## config.mk

```make
export PLATFORM = sky130hd
export DESIGN_NAME = dbus_arbiter
export DESIGN_NICKNAME = d
export VERILOG_FILES = /design/src/rtl/dbus_arbiter.sv
export SDC_FILE = /design/constraint.sdc
export NUM_CORES = 1
export LEC_CHECK = 0
export ABC_AREA = 0
export CAP_MARGIN = 20
export CORE_AREA = 2 2 240 242
export DETAILED_ROUTE_END_ITERATION = 16
export DIE_AREA = 0 0 242 244
export PLACE_DENSITY = 0.41
export SETUP_SLACK_MARGIN = 0.5
export SLEW_MARGIN = 30
export SYNTH_ARGS = -nofsm -noshare
export SYNTH_HDL_FRONTEND = slang
export SYNTH_SLANG_ARGS = --single-unit
```

## constraint.sdc

```tcl
create_clock -name clk -period 2.1 [get_ports clk]
set_input_delay 0.315 -clock clk [delete_from_list [all_inputs] [get_ports clk]]
set_output_delay 0.315 -clock clk [all_outputs]
set_load 0.02 [all_outputs]
```

## src/rtl/dbus_arbiter.sv

```systemverilog
// Two-port data-bus arbiter: page-table-walk port W and memory-stage port M share one data bus.
// Latency: grant is registered one cycle after a request in IDLE; oreq/iresp are combinational in grant states.
// Backpressure: a losing requester holds valid high until it is granted; the arbiter never queues requests.

package dbus_pkg;

    typedef struct packed {
        logic        valid;
        logic        wr;
        logic [2:0]  size;
        logic [63:0] addr;
        logic [7:0]  wstrb;
        logic [63:0] wdata;
    } dbus_req_t;

    typedef struct packed {
        logic        addr_ok;
        logic        data_ok;
        logic [63:0] data;
    } dbus_resp_t;

endpackage

module dbus_arbiter
    import dbus_pkg::*;
#(
    parameter bit ROUND_ROBIN = 1'b1
) (
    input  logic       clk,
    input  logic       reset,
    input  dbus_req_t  ireq_w,
    output dbus_resp_t iresp_w,
    input  dbus_req_t  ireq_m,
    output dbus_resp_t iresp_m,
    output dbus_req_t  oreq,
    input  dbus_resp_t oresp,
    output logic       busy
);

    typedef enum logic [1:0] {
        IDLE  = 2'd0,
        GNT_W = 2'd1,
        GNT_M = 2'd2,
        DRAIN = 2'd3
    } state_t;

    state_t    state_q;
    state_t    state_d;
    logic      last_m_q;   // 1 = M was granted last, 0 = W
    logic      last_m_d;
    dbus_req_t hold_q;     // copy of the last presented request, replayed while draining

    // State and last-grant registers; reset aborts any transaction without draining.
    always_ff @(posedge clk) begin
        if (!reset) begin
            state_q  <= IDLE;
            last_m_q <= 1'b0;
        end else begin
            state_q  <= state_d;
            last_m_q <= last_m_d;
        end
    end

    // Hold register tracks oreq in every grant cycle so an abandoned request can be replayed verbatim.
    always_ff @(posedge clk) begin
        if (!reset) begin
            hold_q <= '0;
        end else if (state_q == GNT_W || state_q == GNT_M) begin
            hold_q <= oreq;
        end
    end

    // Arbitration, bus muxing and next-state; completion wins over a same-cycle valid drop.
    always_comb begin
        state_d  = state_q;
        last_m_d = last_m_q;
        oreq     = '0;
        iresp_w  = '0;
        iresp_m  = '0;
        busy     = 1'b0;
        unique case (state_q)
            IDLE: begin
                if (ireq_w.valid && ireq_m.valid) begin
                    state_d = (ROUND_ROBIN && last_m_q) ? GNT_W : GNT_M;
                end else if (ireq_w.valid) begin
                    state_d = GNT_W;
                end else if (ireq_m.valid) begin
                    state_d = GNT_M;
                end
            end
            GNT_W: begin
                busy       = 1'b1;
                oreq       = ireq_w;
                oreq.valid = 1'b1;
                iresp_w    = oresp;
                if (oresp.data_ok) begin
                    state_d  = IDLE;
                    last_m_d = 1'b0;
                end else if (!ireq_w.valid) begin
                    state_d = DRAIN;
                end
            end
            GNT_M: begin
                busy       = 1'b1;
                oreq       = ireq_m;
                oreq.valid = 1'b1;
                iresp_m    = oresp;
                if (oresp.data_ok) begin
                    state_d  = IDLE;
                    last_m_d = 1'b1;
                end else if (!ireq_m.valid) begin
                    state_d = DRAIN;
                end
            end
            DRAIN: begin
                busy       = 1'b1;
                oreq       = hold_q;
                oreq.valid = 1'b1;
                if (oresp.data_ok) begin
                    state_d = IDLE;
                end
            end
            default: begin
                state_d = IDLE;
            end
        endcase
    end

endmodule

```

---- After elaboration in Yosys (flattened, before gate mapping) ----
Index checks and enable logic that the tools add are counted.
word-level totals
  output and inout port bits .............. 274
  bits in registers ....................... 143
operators by class
  muxes and demuxes ....................... 17
  equal/unequal tests ..................... 9
  reduce and logical (&&, ||, !) cells .... 7
operator list
  operator            number
  $pmux 141 s3        1
  $mux 66             2
  $mux 2              9
  $pmux 2 s4          1
  $ne 2x2->1 const B  3
  $ne 3x3->1 const B  2
  $eq 2x2->1 const B  2
  $ne 4x4->1 const B  1
  $reduce_and 4->1    1
  $mux 1              3
  $reduce_and 3->1    1
  $reduce_or 3->1     1
  $eq 2x1->1 const B  1
  $logic_not 2->1     1
  $pmux 1 s2          1
  $reduce_bool 2->1   1
  $logic_and 1x1->1   1
  $logic_or 1x1->1    1

---- Longest topological paths before layout ----
  depth in word-level cells ............... 4
  mapped depth ............................ 9
  mapped depth without buffers ............ 6

---- Least setup slack after synthesis ----
Ideal clock, no wire load.
  path kind ............................... flip-flop to output port
  start ................................... reg state_q[0]
  end ..................................... out oreq[0] in the netlist's numbering
  slack ................................... 0.274 ns
  required time ........................... 1.785 ns
  data arrival time ....................... 1.511 ns
  buffers on the path ..................... 3
  stages on the path, launching flop included .. 8
  path through ............................ dfxtp_1 inv_1 ha_1 buf_2 buf_6 buf_2 a222oi_1 nor2_1
RTL lines
  element                   line  text
  start: declaration        47    state_t state_q;
  start signal: assignment  59    state_q <= state_d;
  end: declaration          35    output dbus_req_t oreq,

==> results_dict.tcl <==
set metrics [dict create \
    gp_congestion 0.9019 \
    r2r_slack_ps -330 \
    seqCellArea_um2 2870 \
    synth_cells 1128 \
    cts_htree_levels 4 \
    crit_slowest_cell "dfxtp_4" \
    reg2regPathDepth 15 \
    clock_path_buffers 2 \
    synth_area_leaders "dfxtp_1, a222oi_1, nand2_1" \
    io_buffer_count 623 \
    final_core_util_pct 34.22 \
    io_pins 624 \
    power.density_nw_per_um2 1126 \
    dieArea_um2 59050 \
    core.rowCount 87 \
    wl_per_cell_um 22.24 \
    die_y_um 244 \
    synth.cell_area_um2 8522 \
    synth.distinct_cells 21 \
    root_buffer "clkbuf_16" \
    nets 2268 \
    layout_setup_ws_ps -383.2 \
    placed_cells 2534 \
    yosysWarnings 0 \
    grt-ovfl-total 0 \
    grt_max_degree 144 \
    cp.required_ps 1780 \
    place_hpwl_um 41450 \
    crit_type "reg2out" \
    pre_cts_ws_ps -273.4 \
    critPathMaxStageDelay_ps 380 \
    routed_via_density 4.439 \
    vias 11950 \
    ir_drop_mv 0.7833 \
    holdWs_ps 415.5 \
    hold_class "in2reg" \
    clk_latency_ps 480 \
    critical_path.top_delay_family "buffers and inverters" \
    cts.clk_slew.worst_paths_ps 70 \
    slew_violations 0 \
    path_max_fanout 6 \
    cap_violations 0 \
    start_util_pct 15.17 \
    cellLeakagePower_nw 8.467 \
    hold_viol 0 \
    multi_input_area_um2 5583 \
    fmax_ghz 0.4027 \
    seq_area_frac_synth_pct 33.59 \
    routed_wirelength_um 59870 \
    cts_made_buffers 17 \
    finalInstanceArea_um2 19220 \
    fillers 5945 \
    mappedNetlistNets 1485 \
    drc 0 \
    cp_cell_sequence "inv_4 > ha_4 > buf_12 > buf_16 > buf_12 > a222oi_1 > nor2_2 > buf_6" \
    yosys.area.top_type "dfxtp_1" \
    setup_tns_ps -64070 \
    path_buf_inv 5 \
    period_minus_slack_ps 2483 \
    finalNonFillerCells 2692 \
    worst_slew_margin_rel_pct 49.34 \
    synth-seq-cells 143 \
    drive_above_1_share_pct 39.35 \
    rsz0062_at_grt "yes" \
    dr.first_iter.drc_count 1095 \
    startpoint_type "register" \
    tightest_slew_ps 759.9 \
    setup_violations 265 \
    core_area_um2 56170 \
    critical_path_arrival_ps 2170 \
    finalPower_mw 21.65 \
    placedInstanceArea_um2 16980 \
    finalCritPeriodShare_pct 118.2 \
    postSynthAreaPerCell_um2 7.555 \
    status "finished, violations left" \
    crit_cells 8 \
    reg2reg_to "hold_q[39]$_SDFFE_PN0P_" \
    grtUsageTotal_pct 19.35 \
    cts_tree "yes" \
    worstSetupEndpointType "primary output" \
    failed_checks "negative setup slack" \
    grt_pass1_vias 11830 \
    path_common_cell "buf_12" \
    startpoint "state_q[1]$_SDFFE_PN0P_" \
    critPathCapture "oreq[103]" \
    grt_pass1_wl_um 83680 \
    area.growth.synth_to_final_pct 125.5 \
    die_x_um 242 \
    antenna_found_initial 20 \
    clock_skew_ps 8.759 \
    cts_sinks 143 \
    synth_top_area_share_pct 33.59 \
    reg2reg_from "state_q[1]$_SDFFE_PN0P_" \
    final_antenna_net_count 0 \
    dr.pass1.iters 8 \
]
-- logic make-up (layout without fill, tap and decap cells) --
| family | after synthesis | after routing | share of synthesized area (%) |
|---|---|---|---|
| compound gates | 149 | 149 | 17.18 |
| flops | 143 | 143 | 33.59 |
| other cells | 0 | 12 | 0 |
| fa+ha+maj | 7 | 7 | 1.028 |
| buf+inv | 129 | 925 | 7.165 |
| simple gates | 700 | 700 | 41.04 |
-- repair_timing --
| item | 4_1_cts | 5_1_grt |
|---|---|---|
| resized for setup | 856 | 580 |
| cloned | 19 | 2 |
| endpoints found under the hold margin | 0 | 0 |
| hold buffers | 0 | 0 |
| pin swaps | 89 | 89 |
| setup buffers | 46 | 47 |
| endpoints found under the setup margin | 416 | 416 |
-- cell usage after synthesis --
cell type,n
buf_4,1
and2_1,132
clkbuf_1,77
buf_2,38
a22oi_1,1
nand3b_1,141
o21ai_0,1
buf_6,10
a222oi_1,140
nor2_1,141
dfxtp_1,143
nand2_1,282
and2_0,1
nand2b_1,2
ha_1,7
o211a_1,1
a21oi_1,4
inv_1,3
a32oi_1,1
o221a_2,1
nor2b_1,1
-- sequential cells by signal, summed over array words and instances (netlist names) --
register / count
hold_q: 140
state_q: 2
last_m_q: 1
-- worst min-delay path by stage --
stage / cells past startpoint / start / end
6_report: 4 / reset / hold_q[6]$_SDFFE_PN0P_
5_1_grt: 4 / reset / hold_q[19]$_SDFFE_PN0P_
4_1_cts: 4 / reset / hold_q[6]$_SDFFE_PN0P_
3_5_place_dp: 2 / hold_q[107]$_SDFFE_PN0P_ / hold_q[107]$_SDFFE_PN0P_
3_3_place_gp: 2 / hold_q[60]$_SDFFE_PN0P_ / hold_q[60]$_SDFFE_PN0P_
2_1_floorplan: 2 / hold_q[100]$_SDFFE_PN0P_ / hold_q[100]$_SDFFE_PN0P_
-- area by class of cell --
type	instances	share of cell area, %
antenna	12	0.1562
clock buffer	24	2.506
clock inverter	8	0.5468
inverter	3	0.08463
multi-input combinational	856	29.05
sequential	143	14.93
tap	756	4.922
timing repair buffer	890	47.80
-- worst register-to-register path: stages (launching register included) --
cell and delay, ps:
dfxtp_4 380, inv_4 40, ha_4 220, buf_12 170, buf_4 150, buf_12 130, a222oi_1 330, nor2_1 100
buf_4 140, buf_4 120, buf_4 120, buf_4 120, buf_4 120, buf_4 120, nand2_2 40, nand2_1 40
-- cell usage in the layout, fill, tap and decap left out, drive strengths merged --
cell type,n
a21oi,4
a222oi,140
a22oi,1
a32oi,1
and2,133
buf,519
bufbuf,2
bufinv,2
clkbuf,30
clkdlybuf4s15,1
clkdlybuf4s50,349
clkinv,2
clkinvlp,3
dfxtp,143
diode,12
dlygate4sd2,13
ha,7
inv,4
nand2,282
nand2b,2
nand3b,141
nor2,141
nor2b,1
o211a,1
o21ai,1
o221a,1
-- routing by layer --
layer / vias to the layer above / global-route usage, % / routed length, um
li1: 5612 / - / -
met1: 5777 / 21.66 / 22870
met2: 489 / 35.08 / 31790
met3: 71 / 4.390 / 3460
met4: 2 / 8.315 / 1736
met5: - / 0 / 10
-- where the power goes --
part,internal (mW),switching (mW),leakage (nW)
combinational,7.82,7.39,7.03
clock,1.84,1.39,0.277
sequential,3.02,0.191,1.16
total,12.7,8.97,8.47
Note: power is estimated with default switching activity, not from simulation.
